==> src/rtl/onehot_req_arbiter.sv <==
// onehot_req_arbiter: captures request pulses into sticky pending bits and
// hands them out one at a time as a strictly one-hot grant with round-robin
// priority, behind a valid/ready handshake. The grant drives the d input of
// the 4-to-2 encoder, whose output is only meaningful for one-hot inputs.
//
// Optional build macro: ARB_OVERRUN_DET_EN
//   defined   -> sticky per-line overrun flags (request merged into an
//                already-pending bit), cleared by ovr_clr
//   undefined -> overrun tied to zero, ovr_clr ignored
//
// IDX_W must equal clog2(N_REQ); N_REQ legal range is 2..16.
module onehot_req_arbiter #(
    parameter int N_REQ = 4,
    parameter int IDX_W = 2
) (
    input  logic             clk,
    input  logic             rst,
    input  logic [N_REQ-1:0] req,
    input  logic             ready,
    output logic [N_REQ-1:0] grant,
    output logic             valid,
    output logic [IDX_W-1:0] idx,
    output logic [N_REQ-1:0] pending,
    output logic [N_REQ-1:0] overrun,
    input  logic             ovr_clr
);

    typedef enum logic {
        IDLE  = 1'b0,
        GRANT = 1'b1
    } state_t;

    state_t           state_q,   state_d;
    logic [N_REQ-1:0] pending_q, pending_d;
    logic [N_REQ-1:0] grant_q,   grant_d;
    logic [IDX_W-1:0] idx_q,     idx_d;
    logic [IDX_W-1:0] last_q,    last_d;

    // Bits retired this cycle (zero unless a grant is handed over).
    logic [N_REQ-1:0] accepted;
    // Pending lines other than the one currently granted.
    logic [N_REQ-1:0] remaining;

    // Round-robin search: first set bit of v scanning last+1, last+2, ...
    // modulo N_REQ. Scanning all N_REQ positions ends at last itself, so a
    // lone request on the most recently served line is still found.
    function automatic logic [IDX_W-1:0] rr_pick(
        input logic [N_REQ-1:0] v,
        input logic [IDX_W-1:0] last
    );
        logic [IDX_W-1:0] sel;
        logic [IDX_W-1:0] pos;
        logic             found;
        int               j;
        sel   = '0;
        found = 1'b0;
        for (int k = 1; k <= N_REQ; k++) begin
            j = int'(last) + k;
            if (j >= N_REQ) begin
                j = j - N_REQ;
            end
            pos = IDX_W'(j);
            if (!found && v[pos]) begin
                sel   = pos;
                found = 1'b1;
            end
        end
        return sel;
    endfunction

    // Binary index to one-hot line vector.
    function automatic logic [N_REQ-1:0] to_onehot(input logic [IDX_W-1:0] i);
        return N_REQ'(1) << i;
    endfunction

    // Next-state logic: FSM transitions, grant selection, pending update.
    always_comb begin
        state_d   = state_q;
        grant_d   = grant_q;
        idx_d     = idx_q;
        last_d    = last_q;
        accepted  = '0;
        remaining = '0;

        case (state_q)
            IDLE: begin
                // ready is deliberately not looked at here: nothing is offered.
                if (pending_q != '0) begin
                    idx_d   = rr_pick(pending_q, last_q);
                    grant_d = to_onehot(rr_pick(pending_q, last_q));
                    state_d = GRANT;
                end
            end
            GRANT: begin
                // While stalled the offer is frozen, even if a higher-priority
                // line arrives; the downstream sees a stable grant/idx.
                if (ready) begin
                    accepted  = grant_q;
                    last_d    = idx_q;
                    remaining = pending_q & ~grant_q;
                    if (remaining != '0) begin
                        // Back-to-back: priority already rotated past idx_q.
                        idx_d   = rr_pick(remaining, idx_q);
                        grant_d = to_onehot(rr_pick(remaining, idx_q));
                    end else begin
                        idx_d   = '0;
                        grant_d = '0;
                        state_d = IDLE;
                    end
                end
            end
            default: begin
                idx_d   = '0;
                grant_d = '0;
                state_d = IDLE;
            end
        endcase

        // A new request on a line being accepted this cycle re-arms it.
        pending_d = (pending_q & ~accepted) | req;
    end

    // State, pending and offered-grant registers; reset discards all work.
    always_ff @(posedge clk or posedge rst) begin
        if (rst) begin
            state_q   <= IDLE;
            pending_q <= '0;
            grant_q   <= '0;
            idx_q     <= '0;
            last_q    <= IDX_W'(N_REQ - 1);
        end else begin
            state_q   <= state_d;
            pending_q <= pending_d;
            grant_q   <= grant_d;
            idx_q     <= idx_d;
            last_q    <= last_d;
        end
    end

    assign grant   = grant_q;
    assign valid   = (state_q == GRANT);
    assign idx     = idx_q;
    assign pending = pending_q;

`ifdef ARB_OVERRUN_DET_EN
    logic [N_REQ-1:0] overrun_q, overrun_d;
    logic [N_REQ-1:0] ovr_set;

    // Overrun: a request landing on a line that is already pending and is
    // not being retired this cycle is merged, i.e. one request is lost.
    // A fresh set condition beats a simultaneous clear.
    always_comb begin
        ovr_set = req & pending_q & ~accepted;
        if (ovr_clr) begin
            overrun_d = ovr_set;
        end else begin
            overrun_d = overrun_q | ovr_set;
        end
    end

    // Sticky overrun flag register.
    always_ff @(posedge clk or posedge rst) begin
        if (rst) begin
            overrun_q <= '0;
        end else begin
            overrun_q <= overrun_d;
        end
    end

    assign overrun = overrun_q;
`else
    logic ovr_clr_unused;

    assign ovr_clr_unused = ovr_clr;
    assign overrun        = '0;
`endif

    // The encoder downstream is only correct for one-hot inputs.
    a_grant_onehot0: assert property (@(posedge clk) disable iff (rst)
        $onehot0(grant_q));
    a_valid_iff_grant: assert property (@(posedge clk) disable iff (rst)
        valid == (grant_q != '0));
    a_idx_matches: assert property (@(posedge clk) disable iff (rst)
        valid |-> (grant_q == to_onehot(idx_q)));

endmodule

==> config.mk <==
export PLATFORM = sky130hd
export DESIGN_NAME = onehot_req_arbiter
export DESIGN_NICKNAME = d
export VERILOG_FILES = /design/src/rtl/onehot_req_arbiter.sv
export SDC_FILE = /design/constraint.sdc
export NUM_CORES = 1
export LEC_CHECK = 0
export ABC_AREA = 0
export CAP_MARGIN = 20
export CORE_MARGIN = 2
export CORE_UTILIZATION = 45
export DETAILED_ROUTE_END_ITERATION = 12
export PLACE_DENSITY = 0.76
export SYNTH_ARGS = -nofsm -noshare
export SYNTH_HDL_FRONTEND = slang
export SYNTH_SLANG_ARGS = --single-unit
export TNS_END_PERCENT = 5
==> constraint.sdc <==
create_clock -name clk -period 1.9 [get_ports clk]
set_input_delay 0.475 -clock clk [delete_from_list [all_inputs] [get_ports clk]]
set_output_delay 0.475 -clock clk [all_outputs]
set_load 0.05 [all_outputs]
### After elaboration in Yosys (flattened, before gate mapping)

Cells that the tools add are included.

* add/subtract/negate cells: 16
* order comparisons: 16
* equality and inequality tests: 2
* shifts and indexed selects: 2
* multiplexer cells: 91
* bitwise gates (word level): 6
* reductions and logical operators: 16

Operators by type and width (count)
* 2-bit 2-to-1 mux: 43
* 1-bit 2-to-1 mux: 32
* 2-bit by 3-bit < comparator with 1-bit output (second input constant): 8
* 4-bit 2-to-1 mux: 5
* 3-bit greater-or-equal comparator (second input constant): 6
* 1-bit binary-select mux with 2-bit select: 8
* 2-bit by 1-bit subtractor with 2-bit output (second input constant): 8
* 2-bit by 2-bit adder with 3-bit output (second input constant): 4
* 2-bit by 3-bit adder with 4-bit output (second input constant): 2
* 4-bit AND: 2
* 4-bit by 3-bit greater-or-equal comparator with 1-bit output (second input constant): 2
* 4-bit inverter: 2
* 4-bit one-hot mux with 2 select lines: 1
* 4-bit nonzero test: 2
* 1-bit by 2-bit left shift with 4-bit output (first input constant): 2
* 2-bit by 1-bit adder with 3-bit output (second input constant): 2
* 1-bit logical AND: 6
* 1-bit zero test: 6
* 2-bit != test (second input constant): 2
* 4-bit bitwise OR: 1
* 2-bit one-hot mux with 2 select lines: 1
* 2-bit AND reduction: 2
* 1-bit one-hot mux with 2 select lines: 1
* 1-bit inverter: 1

* bits in registers: 13

### Depth between registers and ports, before layout

Gate-level depths: netlist of the first run.

* depth in word-level cells: 34
* depth in mapped cells: 6
* gate-level depth less buffers: 5

### Least setup slack after synthesis of the first run

Ideal clock, no wire load.

* path kind: register to register
* from: register pending_q[2] (netlist: pending[2])
* to: register grant_q[2] (netlist: grant[2])
* setup time: 0.082 ns
* data arrival time: 1.834 ns
* required time: 1.818 ns
* slack: -0.016 ns
* cell stages (with the launch flop): 6
* buffers on the path: 0
* period minus slack after synthesis: 1.916 ns
* cell sequence: dfrtp_1 > and2b_2 > a211oi_1 > or3_1 > or3_1 > a31oi_1

* cells in the longest elaborated chain, start to end: 29
* elaborated cells on any way between the ends: 73
* those cells by class: eq/ne (1); shift (2); mux (54); bitwise (1); reduce/logical (15)

RTL lines
* start, declared: line 34 `logic [N_REQ-1:0] pending_q, pending_d;`
* start signal, assigned: line 133 `pending_q <= pending_d;`
* 4-bit AND: line 100 `remaining = pending_q & ~grant_q;`
* 1-bit binary-select mux with 2-bit select: line 63 `if (!found && v[pos]) begin`
* 1-bit 2-to-1 mux (implied by the code): line 63
* 1-bit 2-to-1 mux: line 63
* 1-bit 2-to-1 mux: line 101 `if (remaining != '0) begin`
* 1-bit 2-to-1 mux: line 97 `if (ready) begin`
* 1-bit 2-to-1 mux: line 85 `case (state_q)`
* 1-bit zero test: line 63
* (+13 left out)
* 2-bit 2-to-1 mux: line 63
* 2-bit 2-to-1 mux: line 101
* 2-bit 2-to-1 mux: line 97
* 2-bit 2-to-1 mux: line 85
* 1-bit by 2-bit left shift with 4-bit output: line 73 `return N_REQ'(1) << i;`
* 4-bit 2-to-1 mux: line 101
* 4-bit 2-to-1 mux: line 97
* 4-bit one-hot mux with 2 select lines: line 85
* end signal, assigned: line 134 `grant_q <= grant_d;`
* end, declared: line 35 `logic [N_REQ-1:0] grant_q, grant_d;`

Several ways; a longest one is shown, not always the timed one. The select of a mux whose other input is x is not followed.
A chain may end at the register's enable or synchronous reset.

### Final worst setup path of the first run

* from: register grant_q[2] (netlist: grant[2])
* to: register grant_q[0] (netlist: grant[0])

* cells in the longest elaborated chain, start to end: 30
* elaborated cells on any way between the ends: 40
* those cells by class: shift (1); mux (30); bitwise (2); reduce/logical (7)

RTL lines (line)
* 4-bit inverter *: 100
* 4-bit AND *: 100
* 1-bit binary-select mux with 2-bit select: 63
* 1-bit 2-to-1 mux (implied by the code): 63
* 1-bit 2-to-1 mux: 63
* 1-bit 2-to-1 mux: 101
* 1-bit 2-to-1 mux: 97
* 1-bit 2-to-1 mux: 85
* (+14 left out)
* 2-bit 2-to-1 mux: 63
* 2-bit 2-to-1 mux: 101
* 2-bit 2-to-1 mux: 97
* 2-bit 2-to-1 mux: 85
* 1-bit by 2-bit left shift with 4-bit output: 73
* 4-bit 2-to-1 mux *: 101
* 4-bit 2-to-1 mux *: 97
* 4-bit one-hot mux with 2 select lines *: 85

Every way passes the cells marked *; elsewhere a longest branch is shown, timed or not. The select of a mux whose other input is x is not followed.

==> results of run 1 <==
state kept, by name (all words and copies together), names as in the netlist:
name,count
idx,2
pending,4
grant,4
last_q,2
valid,1
per-stage QoR:
stage | setup slack, ps | hold slack, ps
after floorplan | 1.116 | 350.2
after global placement | 200.6 | 547.6
after detailed placement | 140.6 | 549.3
after CTS | 118.1 | 532.0
after global routing | 48.34 | 565.5
final | 112.4 | 511.1
critical path: stages (launching register included):
cell and delay (ps):
dfrtp_1 420, and2b_2 250, a211oi_1 60, or3_1 420
a2111o_1 370, a31oi_1 180
report_power, final:
group          internal (mW)  total (mW)  switching (mW)
combinational          0.566        1.38           0.812
clock                 0.0816       0.174          0.0924
sequential             0.413       0.583           0.171
cell usage after synthesis (2+ instances only):
library cell / n
dfrtp_1: 11
nor2_1: 9
nand2_1: 7
buf_4: 5
a21o_1: 4
a21oi_1: 4
a31oi_1: 4
inv_1: 4
nor3_1: 3
o22a_1: 3
a211oi_1: 2
and2b_4: 2
dfstp_2: 2
mux2_2: 2
mux2i_1: 2
nand2b_4: 2
o21ai_0: 2
o21ai_1: 2
o221ai_1: 2
or3_1: 2
final timing paths:
kind,startpoint,to,slack (ps),cells after the start
setup / recovery,grant[2]$_DFFE_PP0P_,grant[0]$_DFFE_PP0P_,110,5
hold / removal,rst,grant[2]$_DFFE_PP0P_,510,2
setup reg to reg,grant[2]$_DFFE_PP0P_,grant[0]$_DFFE_PP0P_,110,5
hold reg to reg,grant[3]$_DFFE_PP0P_,grant[3]$_DFFE_PP0P_,570,1
max in group asynchronous,rst,grant[1]$_DFFE_PP0P_,1020,2
min in group clk,grant[3]$_DFFE_PP0P_,grant[3]$_DFFE_PP0P_,570,1
per-layer routing:
layer | up-vias | wire [um] | global-route usage [%]
met2 | 41 | 983 | 32.53
met5 | - | 0 | 0
met3 | 7 | 153 | 3.774
met4 | 0 | 38 | 8.649
li1 | 384 | - | -
met1 | 392 | 855 | 24.54
cell usage in the layout (no fill, tap or decap), types with 4 or more instances in the layout:
cell,n
buf_4,14
nor2_1,9
nand2_1,7
dfrtp_1,6
clkdlybuf4s50_1,6
dfrtp_2,5
inv_1,4
a21oi_1,4
a21o_1,4
a31oi_1,4
conb_1,4
kinds of logic (layout without fill, tap and decap cells):
group	Yosys count	count (layout)	synth area share [%]
and+or+nand+nor	34	34	22.67
AOI/OAI and AO/OA	31	31	25.68
DFF	13	13	37.59
buffers and inverters	11	30	8.751
muxes	4	4	4.878
other	1	4	0.4300
final cells by class:
cell class                 instances  share of cell area (%)
sequential                        13                   30.62
multi-input combinational         73                   43.92
inverter                           4                   1.376
clock buffer                       4                   2.408
timing repair buffer              22                   18.81
tap                               25                   2.867
==> reports/summary.md, run 1 <==
* completed — run status
* 334.1 um2 — Seq. cell area
* 3049 um — first-pass GRT wire length
* 0 — Antenna Violating Nets Remaining
* 13 — flop and latch count out of synthesis
* 48.02 um — Die X-Extent
* reg2reg — worst setup path category
* 141 — post-layout instance count excluding filler cells
* 100.0% — share of async-settable or async-resettable flops after synthesis
* 5 — highest net fanout along the worst path
* 14 — pin count of the biggest net entering global routing
* 0 — Post-CTS Hold Fix Bufs
* 66.73% — Worst slew margin
* 0 — diode count
* 0 — number of remaining DRC errors
* 5.844 — DR vias/cell
* 2 — Longest Clk Path Bufs
* 0 — number of slew-limit violations in the final report
* 3.962 ps — worst setup skew after layout
* 0 — count of final setup violators
* 0 — count of buffers added by post-CTS timing repair for setup
* 0 — number of endpoints with negative hold slack in the final report
* built — CTS tree
* 0 — number of synthesized flops with an enable pin
* clkbuf_4 — clock root cell
* 1065 um2 — DP Area
* 158 — number of fillers in the final layout
* 2306 um2 — die area
* 1 — level count of the clock H-tree
* 5 — number of iterations in the first detailed-routing pass
* 1990 ps — data arrival time of the critical path
* 31.03% — share of post-route cells with drive strength above 1
* 1788 ps — clock period minus worst slack
* 0 — post-cts resize count
* 25.11% — area added between synthesis and finish
* 19.58% — global routing usage summed across all routing layers
* 40 — count of different cell masters after synthesis
* 0.001022 V — IR drop worst, VDD
* 48.91% — effective utilization at floorplan
* 9.278 um2 — average size of a mapped cell
* 1557 um — Detail Placement HPWL
* 824 — total vias in the final route
* 0 — initial antenna violation count
* 0 — grt total ovfl
* 707 — vias in the first global route
* flop — type of destination of the critical path
* dfrtp_1 — largest area contributor in the synthesized netlist
* flop — Setup crit start kind
* no — setup repair after global routing missed its margin
* 94 — count of mapped cells out of synthesis
* 48.02 um — Die H
* 872.1 um2 — post-synth design cell area
* 15 — number of placement rows
* 0 ps — setup TNS after final layout
* 17 — number of port buffers
* 1091 um2 — final design area excluding fillers
* 1957 nW/um2 — power per unit of standard cell area
* 3 — CTS Buf Count
* 479.2 um2 — combined area of the multi-input logic cells
* 0.4656 nW — standby leakage power
* 2.135 mW — overall power of the completed layout
* 23 — count of boundary I/O pins
* 0 — Synthesis Warnings
* dfrtp_1 32%, dfstp_2 6.0%, buf_4 4.3%, nor2_1 3.9%, a21o_1 3.4% — top cells by area, synth
* in2async — Min-Delay Path Class
* 559.4 MHz — f_max
* 1783 um2 — area of the placeable core
* 13 — count of clock tree sinks
* 14.40 um — wire length per cell
* 280 ps — clock network latency to the later pin of the worst-skew pair
* 0.9035 — RD Place Congestion
* 2031 um — final wirelength
* 137 — placed instance count
* dfrtp_1 — leading register cell type out of synthesis
* 31.56% — top cell type's share of synthesized area
* 61.19% — final core utilization
* 94.09% — share of the clock period used by the worst path
* 80 ps — Clock Pin Slew Worst Setup and Hold Paths
* 2100 ps — Required @ worst endpoint
* 0 — max-cap violation count
* 37.59% — sequential fraction of the synthesis area
* 22 — iteration-0 DRC count of the detailed router
* 498.5 ps — Worst Max-Slew Pin Slew
* 125 — final net count
No activity file was read; power rests on OpenSTA's default activity.
==> inputs of run 2 (changes only) <==
- TNS_END_PERCENT: 5 -> 50
- clock period: 1.9 -> 1.8 ns (I/O delays scaled with it)
==> reports/summary.md, run 2 (synthesis results as in run 1) <==
* 2000 ps — Required @ worst endpoint, -100 ps
* completed — run status
* 13 — count of clock tree sinks, unchanged
* 3.621 ps — worst setup skew after layout, -0.3409 ps
* 2 — Longest Clk Path Bufs, unchanged
* 0 — number of endpoints with negative hold slack in the final report, unchanged
* 17 — number of port buffers, unchanged
* 0.8654 — RD Place Congestion, -4.2%
* no — setup repair after global routing missed its margin
* 0 — diode count, unchanged
* 33.43% — area added between synthesis and finish
* buf_4 — leading cell type in the layout, fill and taps excluded
* 90 ps — Clock Pin Slew Worst Setup and Hold Paths, about the same
* 5.531 — DR vias/cell, -5.4%
* 0 — Antenna Violating Nets Remaining, unchanged
* 0 — Post-CTS Hold Fix Bufs, unchanged
* 14 — pin count of the biggest net entering global routing, unchanged
* 0 — count of final setup violators, unchanged
* 3 — CTS Buf Count, unchanged
* 36.67% — share of post-route cells with drive strength above 1, +5.6 points
* 1899 um — final wirelength, -6.5%
* 5 — logic depth of the worst register-to-register path, unchanged
* 129 — final net count, +3.2%
* 18.52% — global routing usage summed across all routing layers, -1.1 points
* 1 — level count of the clock H-tree, unchanged
* 5 — number of iterations in the first detailed-routing pass, unchanged
* 0 ps — setup TNS after final layout, unchanged
* 48.02 um — Die X-Extent, unchanged
* reg2reg — worst setup path category
* 1772 ps — clock period minus worst slack, -16.13 ps
* 98.42% — share of the clock period used by the worst path, +4.3 points
* 1783 um2 — area of the placeable core, unchanged
* 48.02 um — Die H, unchanged
* built — CTS tree
* 0 — number of remaining DRC errors, unchanged
* flop — type of destination of the critical path
* 1137 um2 — DP Area, +6.8%
* 0 — number of slew-limit violations in the final report, unchanged
* 666 — vias in the first global route, -5.8%
* 5 — highest net fanout along the worst path, unchanged
* 479.0 ps — Worst Hold Margin, -32.11 ps
* 15 — number of placement rows, unchanged
* 1164 um2 — final design area excluding fillers, +6.7%
* 0 — initial antenna violation count, unchanged
* 1970 ps — data arrival time of the critical path, -20 ps
* flop — Setup crit start kind
* 0.001018 V — IR drop worst, VDD, -0.40%
* 2020 nW/um2 — power per unit of standard cell area, +3.3%
* 15 x buf_4, 9 x nor2_1, 9 x dfrtp_2 — most frequent cells in the layout
* clkbuf_4 — clock root cell
* 23 — count of boundary I/O pins, unchanged
* 564.5 MHz — f_max, +0.91%
* in2async — Min-Delay Path Class
* 0 — grt total ovfl, unchanged
* 0 — max-cap violation count, unchanged
* 2911 um — first-pass GRT wire length, -4.5%
* 280 ps — clock network latency to the later pin of the worst-skew pair, about the same
* 48.91% — effective utilization at floorplan, unchanged
* 2306 um2 — die area, unchanged
* 0.4968 nW — standby leakage power, +6.7%
* 1454 um — Detail Placement HPWL, -6.7%
* 17 — iteration-0 DRC count of the detailed router, -23%
* 802 — total vias in the final route, -2.7%
* 13.10 um — wire length per cell, -9.1%
==> run 2: path summary, 6_finish.rpt <==
kind / from / endpoint / slack, ps
worst max-delay path: grant[0]$_DFFE_PP0P_ / grant[0]$_DFFE_PP0P_ / 30
worst min-delay path: rst / grant[3]$_DFFE_PP0P_ / 480
worst max register to register: grant[0]$_DFFE_PP0P_ / grant[0]$_DFFE_PP0P_ / 30
worst min register to register: grant[3]$_DFFE_PP0P_ / grant[3]$_DFFE_PP0P_ / 570
max in group asynchronous: rst / pending[1]$_DFF_PP0_ / 960
min in group clk: grant[3]$_DFFE_PP0P_ / grant[3]$_DFFE_PP0P_ / 570
==> run 2: worst max-delay path, stage by stage, from the launching register on <==
cell and delay (ps):
dfrtp_2 410, and2b_4 280, a211oi_1 60, or3_1 410, a2111o_1 370, a31oi_1 180
==> run 2: layer usage <==
layer  share of wire (%)  track usage (%)  vias to the layer above
met5                   0                0                        -
met4                 1.3            8.108                        0
met2                  48            29.60                       39
li1                    -                -                      390
met3                 7.0            3.396                        4
met1                  43            24.36                      369
==> run 2: what timing repair did <==
item	CTS	global route
endpoints found under the setup margin	0	1
gates resized for setup	0	0
hold endpoints to repair	0	0
setup buffers	0	0
==> run 2: area by class of cell <==
class                           count  area, um2
Sequential cell                    13      339.1
Inverter                            4      15.01
Multi-Input combinational cell     73      479.2
Fill cell                         140      619.3
Timing Repair Buffer               26      272.8
Clock buffer                        4      26.28
Tap cell                           25      31.28
==> run 2: metrics by stage <==
stage / power, mW / setup WS [ps] / util [%] / cells
finish: 2.351 / 28.49 / 65.26 / 145
global route: 2.491 / 1.491 / 65.26 / 145
CTS: 2.344 / 45.43 / 65.26 / 145
detailed placement: 2.152 / 63.62 / 63.79 / 141
global placement: 2.124 / 97.60 / 63.79 / 141
floorplan: 1.670 / -2.728 / - / 97
==> run 2: where the power goes <==
group | switching, mW | internal, mW
combinational | 0.861 | 0.689
sequential | 0.171 | 0.441
clock | 0.103 | 0.0860
total | 1.13 | 1.22
==> inputs of run 3 (changes only) <==
==> constraint.sdc (replaced) <==
create_clock -name clk -period 1.8 [get_ports clk]
set_input_delay 0.27 -clock clk [delete_from_list [all_inputs] [get_ports clk]]
set_output_delay 0.27 -clock clk [all_outputs]
set_load 0.05 [all_outputs]
==> reports/summary.md, run 3 (synthesis results as in run 1) <==
* 48.91% — effective utilization at floorplan, unchanged
* 13 — count of clock tree sinks, unchanged
* 0.4551 nW — standby leakage power, -8.4%
* 3 — CTS Buf Count, unchanged
* 0 — grt total ovfl, unchanged
* clkbuf_4 — clock root cell
* 40 ps — slack of the worst reg-to-reg path, about the same
* 1 — level count of the clock H-tree, unchanged
* yes — setup repair after global routing missed its margin
* 0.001184 V — IR drop worst, VDD, +16%
* 3084 um — first-pass GRT wire length, +5.9%
* 38.51 ps — final worst slack, +10.01 ps
* 48.02 um — Die X-Extent, unchanged
* flop — Setup crit start kind
* 1761 ps — clock period minus worst slack, -10.01 ps
* 5 — highest net fanout along the worst path, unchanged
* 7.9% — clock network fraction of total power, about the same
* 2065 nW/um2 — power per unit of standard cell area, +2.2%
* 567.7 MHz — f_max, +0.57%
* 17 — number of port buffers, unchanged
* -81.15 ps — worst slack, placed, -144.8 ps
* 0 — diode count, unchanged
* 16 x buf_4, 9 x nor2_1, 9 x dfrtp_2 — most frequent cells in the layout
* 2 — Longest Clk Path Bufs, unchanged
* 1980 ps — Required @ worst endpoint, -20 ps
* 1.143 mW — Int Pwr, -6.0%
* 27.0% — sequential share of power, +1.0 points
* 1783 um2 — area of the placeable core, unchanged
* 23 — count of boundary I/O pins, unchanged
* 48.02 um — Die H, unchanged
* 324.1 ps — Worst Hold Margin, -154.9 ps
* 126 — final net count, -2.3%
* 0 — number of remaining DRC errors, unchanged
* 5 — logic depth of the worst register-to-register path, unchanged
* 97.86% — share of the clock period used by the worst path, -0.56 points
* 0 — Antenna Violating Nets Remaining, unchanged
* 65.61% — Worst slew margin
* 1.979 ps — worst setup skew after layout, -1.642 ps
* 49.44% — switching power as a share of total power, +1.2 points
* 0 — count of final setup violators, unchanged
* 0 — initial antenna violation count, unchanged
* 2306 um2 — die area, unchanged
* 515.3 ps — Worst Max-Slew Pin Slew
* flop — type of destination of the critical path
* 13.99 um — wire length per cell, +6.8%
* 0 — max-cap violation count, unchanged
* 686 — vias in the first global route, +3.0%
* built — CTS tree
* 4 — number of iterations in the first detailed-routing pass, -1
* 0.8633 — RD Place Congestion, -0.24%
* 25.54% — area added between synthesis and finish
* 0 ps — setup TNS after final layout, unchanged
* 789 — total vias in the final route, -1.6%
* completed — run status
* 65.0% — part of the power in combinational logic, -0.9 points
* 1529 um — Detail Placement HPWL, +5.2%
* 270 ps — clock network latency to the later pin of the worst-skew pair, about the same
* 5.556 — DR vias/cell, +0.46%
* 19.43% — global routing usage summed across all routing layers, +0.91 points
* 0 — number of endpoints with negative hold slack in the final report, unchanged
* 1986 um — final wirelength, +4.6%
* buf_4 — leading cell type in the layout, fill and taps excluded
* reg2reg — worst setup path category
* 14 — pin count of the biggest net entering global routing, unchanged
* 12 — iteration-0 DRC count of the detailed router, -5
* in2async — Min-Delay Path Class
* 1950 ps — data arrival time of the critical path, -20 ps
* 36.75% — share of post-route cells with drive strength above 1, +0.085 points
* 1.118 mW — net load switching power, -1.5%
* 80 ps — Clock Pin Slew Worst Setup and Hold Paths, about the same
* 0 — number of slew-limit violations in the final report, unchanged
* 15 — number of placement rows, unchanged
[run 3: cell types whose count changed in the layout (fill, tap and decap cells not counted)]
| cell | change |
|---|---|
| a21oi_1 | -1 |
| a21oi_2 | +1 |
| buf_12 | -5 |
| buf_4 | +1 |
| clkdlybuf4s50_1 | +1 |
| nor3_1 | -1 |
| nor3_2 | +1 |
| or3_1 | -1 |
| or3_4 | +1 |
[run 3: power groups by stage]
stage | clock [mW] | combinational [mW] | sequential (mW)
floorplan | 0 | 0.771 | 0.899
global route | 0.194 | 1.58 | 0.634
CTS | 0.183 | 1.43 | 0.610
detailed placement | 0 | 1.43 | 0.614
finish | 0.179 | 1.47 | 0.611
global placement | 0 | 1.40 | 0.605
[run 3: cell type report]
type | count | area, um2
repair buffers | 23 | 190.2
clock buffers | 4 | 26.28
well taps | 25 | 31.28
fillers | 165 | 688.2
inverters | 4 | 15.01
multi-input cells | 73 | 493.0
flip-flops and latches | 13 | 339.1
[run 3: critical path, stage by stage (launching register included)]
cell	delay [ps]
dfrtp_2	400
and2b_4	280
nor3_2	50
or3_4	390
or3_1	350
a31oi_1	200
[run 3: path summary, 6_finish.rpt]
path	end	from
hold / removal	valid$_DFF_PP0_	rst
hold reg to reg	grant[3]$_DFFE_PP0P_	grant[3]$_DFFE_PP0P_
min in group clk	pending[1]$_DFF_PP0_	req[1]
max in group asynchronous	grant[1]$_DFFE_PP0P_	rst
setup / recovery	grant[2]$_DFFE_PP0P_	grant[0]$_DFFE_PP0P_
setup reg to reg	grant[2]$_DFFE_PP0P_	grant[0]$_DFFE_PP0P_
[run 3: timing repair]
action | 4_1_cts | 5_1_grt
hold endpoints to repair | 0 | 0
resized for setup | 1 | 2
endpoints found under the setup margin | 1 | 2
hold buffers | 0 | 0
pin swaps | 0 | 3
gates cloned | 0 | 0
setup buffers | 0 | 1
[run 3: layer usage]
layer  up-vias  GRT usage (%)  wire [um]
li1        382              -          -
met1       376          26.62        885
met2        27          32.53       1007
met3         4          2.264         75
met4         0          4.865         17
met5         -              0          0
[run 3: through the flow]
stage / util (%) / total power [mW] / cells / area [um2]
floorplan: - / 1.670 / 97 / 894.6
global placement: 58.74 / 2.003 / 137 / 1047
detailed placement: 58.74 / 2.040 / 137 / 1047
CTS: 60.42 / 2.224 / 141 / 1077
global route: 61.40 / 2.405 / 142 / 1095
finish: 61.40 / 2.261 / 142 / 1095
==> edit 1, RTL diff (flow settings as in run 1) <==
`N_REQ`: 4 -> 8.
--- a/src/rtl/onehot_req_arbiter.sv
+++ b/src/rtl/onehot_req_arbiter.sv
@@ -10,7 +10,7 @@
 //
 // IDX_W must equal clog2(N_REQ); N_REQ legal range is 2..16.
 module onehot_req_arbiter #(
-    parameter int N_REQ = 4,
+    parameter int N_REQ = 8,
     parameter int IDX_W = 2
 ) (
     input  logic             clk,
Ports: changed (resized grant, overrun, pending and req); port bits go from 23 to 39. The function was not compared with the original's and may differ.
==> edit 1 against run 1 <==
  * Cell area is 29% higher
  * Sequential share of layout area down 0.21 points
  * Synthesized area rose by 23%
  * Global-route usage is 0.33 points lower
  * Power is 1.2% higher
  * Die area grew 21%
  * Setup slack worse by 79 ps
  * Routed wire length is 12% higher
  * Non-clock buffer count increased by 14
  * Sequential cell count increased by 4
  * Largest cell class unchanged
  * Largest power group unchanged
==> edit 1: results (changes against run 1) <==
----------------------------------------------------
[Logic synthesis]
  Top cells by count, synth ... dfrtp_1 (15), buf_4 (12), nand2_1 (6), nand2b_1 (6), nor2_1 (6) (was dfrtp_1 (11), nor2_1 (9), nand2_1 (7))
  Dominant cells by area after synthesis ... dfrtp_1 (35%), buf_4 (8.4%), dfstp_2 (4.9%) (was dfrtp_1 (32%), dfstp_2 (6.0%), buf_4 (4.3%))
  Portion of the post-synthesis area used by sequential elements ... 0.4005 (was 0.3759)
  Number of cells produced by synthesis ... 104 (was 94)

[Worst setup path]
  Slack of the worst reg-to-reg path ... 30 ps (was 110 ps)
  Crit-path max cell delay ... 580 ps (was 420 ps)
  Worst R2R Start ... pending[4] (was grant[2])
  Worst setup path end ... grant[3] (was grant[0])
  Critical-path cell with the highest stage delay ... or4_4 (was dfrtp_1)
  Critical path launch point ... pending[4] (was grant[2])

[Placed design]
  Placed insts ... 164 (was 137)
  IO buf count ... 25 (was 17)
  Weighted congestion at the end of routability-driven global placement ... 0.8181 (was 0.9035)

[Routing]
  Post-detailed-route via-to-cell ratio ... 5.172 (was 5.844)
  Average wire per cell in the routed design ... 13.50 um (was 14.40 um)
  Initial DRC Count ... 8 (was 22)
  Total number of vias ... 874 (was 824)
  Initial DRT Pass Iterations ... 4 (was 5)

[GRT]
  Global-route met1 utilization ... 0.2284 (was 0.2454)
  Global-route wire length before repair ... 3.815 mm (was 3.049 mm)
  Total track usage ... 0.1925 (was 0.1958)
  Pin count of the biggest net entering global routing ... 18 (was 14)

[Final layout]
  Number of nets in the finished design ... 154 (was 125)
  Share of post-route cells with drive strength above 1 ... 0.3546 (was 0.3103)

[Power]
  Max IR drop VDD ... 0.001097 V (was 0.001022 V)

[Status]
  Outcome ... completed (unchanged)

[Clock network]
  Clock slew at the register clock pins of the worst setup and hold paths ... 100 ps (was 80 ps)

----------------------------------------------------
edit 1: cell types whose count changed in the layout (fill, tap and decap cells not counted), sizes merged, moves of 3 or more:
cell / delta
buf: +10
clkdlybuf4s50: +4
or2: +3
nand2b: +3
nor2: -3
or3: -3
dfrtp: +4
conb: +8
edit 1: cell families after synthesis:
family	count (synthesis)	share of synthesized area
other	1	0.003510
buffers and inverters	18	0.1124
DFF	17	0.4005
AOI/OAI and AO/OA	27	0.2447
muxes	2	0.02108
and+or+nand+nor	39	0.2178
edit 1: worst min-delay path: stages:
cell and delay, ps:
clkdlybuf4s50_1 400, inv_1 50, buf_4 230
edit 1: worst min path at each step:
| stage | cells past startpoint | end | slack [ps] | startpoint |
|---|---|---|---|---|
| global route | 3 | pending[7] | 520 | rst |
| floorplan | 1 | grant[0] | 400 | rst |
| global placement | 1 | pending[5] | 490 | pending[5] |
| finish | 3 | grant[2] | 480 | rst |
| detailed placement | 1 | pending[4] | 490 | pending[4] |
| CTS | 3 | pending[7] | 480 | rst |
edit 1: what timing repair did:
action,4_1_cts,5_1_grt
buffers inserted,0,1
gates resized for setup,0,2
setup endpoints to repair,0,4
edit 1: per-layer routing:
layer / vias up / wire (um)
met5: - / 0
met4: 0 / 44
met3: 5 / 89
met2: 27 / 1183
met1: 419 / 964
li1: 423 / -
edit 1: power by group:
group          switching, mW  internal (mW)
clock                  0.115         0.0818
sequential             0.140          0.482
combinational          0.778          0.564
edit 1: final cells by class:
type / count / area [sq um]
Multi-Input combinational cell: 80 / 573.1
Inverter: 4 / 15.01
Timing Repair Buffer: 36 / 332.8
Tap cell: 28 / 35.03
Fill cell: 198 / 822.0
Clock buffer: 4 / 26.28
Sequential cell: 17 / 429.2
edit 1: stage by stage:
stage / cell area (sq um) / total power, mW / worst slack, ps / utilization
3_5_place_dp: 1366 / 1.954 / 6.125 / 0.6118
4_1_cts: 1393 / 2.159 / 64.23 / 0.6235
2_1_floorplan: 1111 / 1.542 / 15.28 / -
6_report: 1411 / 2.160 / 32.99 / 0.6319
3_3_place_gp: 1366 / 1.918 / 74.92 / 0.6118
5_1_grt: 1411 / 2.301 / -25.43 / 0.6319
==> edit 2, RTL diff (config.mk and constraints of run 1) <==
Without the edit above. Take the reset off `pending_q` and load it in a clocked block of its own.
--- a/src/rtl/onehot_req_arbiter.sv
+++ b/src/rtl/onehot_req_arbiter.sv
@@ -124,17 +124,19 @@
     always_ff @(posedge clk or posedge rst) begin
         if (rst) begin
             state_q   <= IDLE;
-            pending_q <= '0;
             grant_q   <= '0;
             idx_q     <= '0;
             last_q    <= IDX_W'(N_REQ - 1);
         end else begin
             state_q   <= state_d;
-            pending_q <= pending_d;
             grant_q   <= grant_d;
             idx_q     <= idx_d;
             last_q    <= last_d;
         end
+    end
+
+    always_ff @(posedge clk) begin
+        pending_q <= pending_d;
     end
 
     assign grant   = grant_q;
Function: changed (a bounded check fails within 4 cycles, from zero or initial values and one cycle with rst high).
==> edit 2 against run 1 <==
  * Clock skew is 2.7 ps lower
  * Highest routed layer unchanged
  * Synthesized area is 1.1% lower
  * Setup slack better by 160 ps
  * Sequential cell count stayed put
  * Power is 6.7% lower
  * Routed wire length is 7.5% higher
  * Critical path depth stayed put
  * Cell area is 0.80% lower
==> edit 2: results (changes against run 1) <==
----------------------------------------------------
[Status]
  Outcome ... completed (unchanged)

[Power]
  Max IR drop VDD ... 0.001090 V (was 0.001022 V)
  Static leakage power ... 0.4683 nW (was 0.4656 nW)

[GRT]
  Vias in the first global route ... 727 (was 707)
  Global-route wire length before repair ... 3.318 mm (was 3.049 mm)
  Total track usage ... 0.2221 (was 0.1958)
  Pin count of the biggest net entering global routing ... 12 (was 14)

[Logic synthesis]
  Dominant cells by area after synthesis ... dfrtp_1 (20%), dfxtp_1 (9.3%), dfstp_2 (6.1%) (was dfrtp_1 (32%), dfstp_2 (6.0%), buf_4 (4.3%))
  Portion of the post-synthesis area used by sequential elements ... 0.3570 (was 0.3759)
  Top cells by count, synth ... nand2_1 (11), dfrtp_1 (7), nor2_1 (6) (was dfrtp_1 (11), nor2_1 (9), nand2_1 (7))
  Proportion of synthesized flip-flops having asynchronous set or reset ... 0.6923 (was 1.000)
  Synth unique cells ... 44 (was 40)
  Most used standard cell by instance count after synthesis ... nand2_1 (was dfrtp_1)

[Timing]
  Share of the cycle needed by the critical path after routing ... 0.8557 (was 0.9409)
  Hold Worst Slack ... 468.5 ps (was 511.1 ps)

[Routing]
  WL final ... 2.183 mm (was 2.031 mm)
  Average wire per cell in the routed design ... 15.82 um (was 14.40 um)
  Post-detailed-route via-to-cell ratio ... 5.630 (was 5.844)

[Final layout]
  Area of all sequential standard cells ... 307.8 sq um (was 334.1 sq um)

[Worst setup path]
  Crit-path max cell delay ... 440 ps (was 420 ps)
  Maximum fanout along the worst path ... 9 (was 5)
  Critical-path cell with the highest stage delay ... dfxtp_1 (was dfrtp_1)
  Slack of the worst reg-to-reg path ... 270 ps (was 110 ps)

[Placed design]
  Placed insts ... 134 (was 137)
  Placed cell area ... 1056 sq um (was 1065 sq um)

----------------------------------------------------
==> edit 2: cell types whose count changed in the layout (fill, tap and decap cells not counted), sizes merged, moves of 3 or more <==
cell and change:
nor3 -3, dfxtp +4, nand2 +4, or3 -3
dfrtp -4
==> edit 2: power breakdown <==
group          switching, mW  leakage, nW  internal (mW)
sequential             0.174        0.135          0.393
combinational          0.755        0.318          0.494
clock                 0.0930       0.0150         0.0814
==> edit 2: cells by family (layout without fill, tap and decap cells) <==
family | Yosys count | after routing | synth area share
other | 1 | 4 | 0.004350
AOI/OAI and AO/OA | 35 | 35 | 0.3237
DFF | 13 | 13 | 0.3570
buffers and inverters | 10 | 27 | 0.07257
and+or+nand+nor | 32 | 32 | 0.2177
muxes | 2 | 2 | 0.02467
==> edit 2: metal layers <==
layer | vias to the layer above | global-route usage | wire length (um)
li1 | 371 | - | -
met1 | 364 | 0.2881 | 911
met2 | 36 | 0.3280 | 1083
met3 | 6 | 0.04906 | 145
met4 | 0 | 0.1514 | 42
met5 | - | 0 | 0
==> edit 2: final timing paths <==
check                      startpoint   endpoint  cells past startpoint
hold reg to reg             last_q[0]  last_q[0]                      2
setup reg to reg           pending[3]   grant[3]                      5
max in group asynchronous         rst  last_q[1]                      2
hold / removal                    rst   grant[0]                      2
setup / recovery           pending[3]   grant[3]                      5
min in group clk            last_q[0]  last_q[0]                      2
==> edit 2: cell type report <==
| type | instances | area share |
|---|---|---|
| tap | 25 | 0.02890 |
| clock buffer | 4 | 0.02428 |
| inverter | 3 | 0.01040 |
| timing repair buffer | 20 | 0.1873 |
| sequential | 13 | 0.2844 |
| multi-input combinational | 73 | 0.4647 |
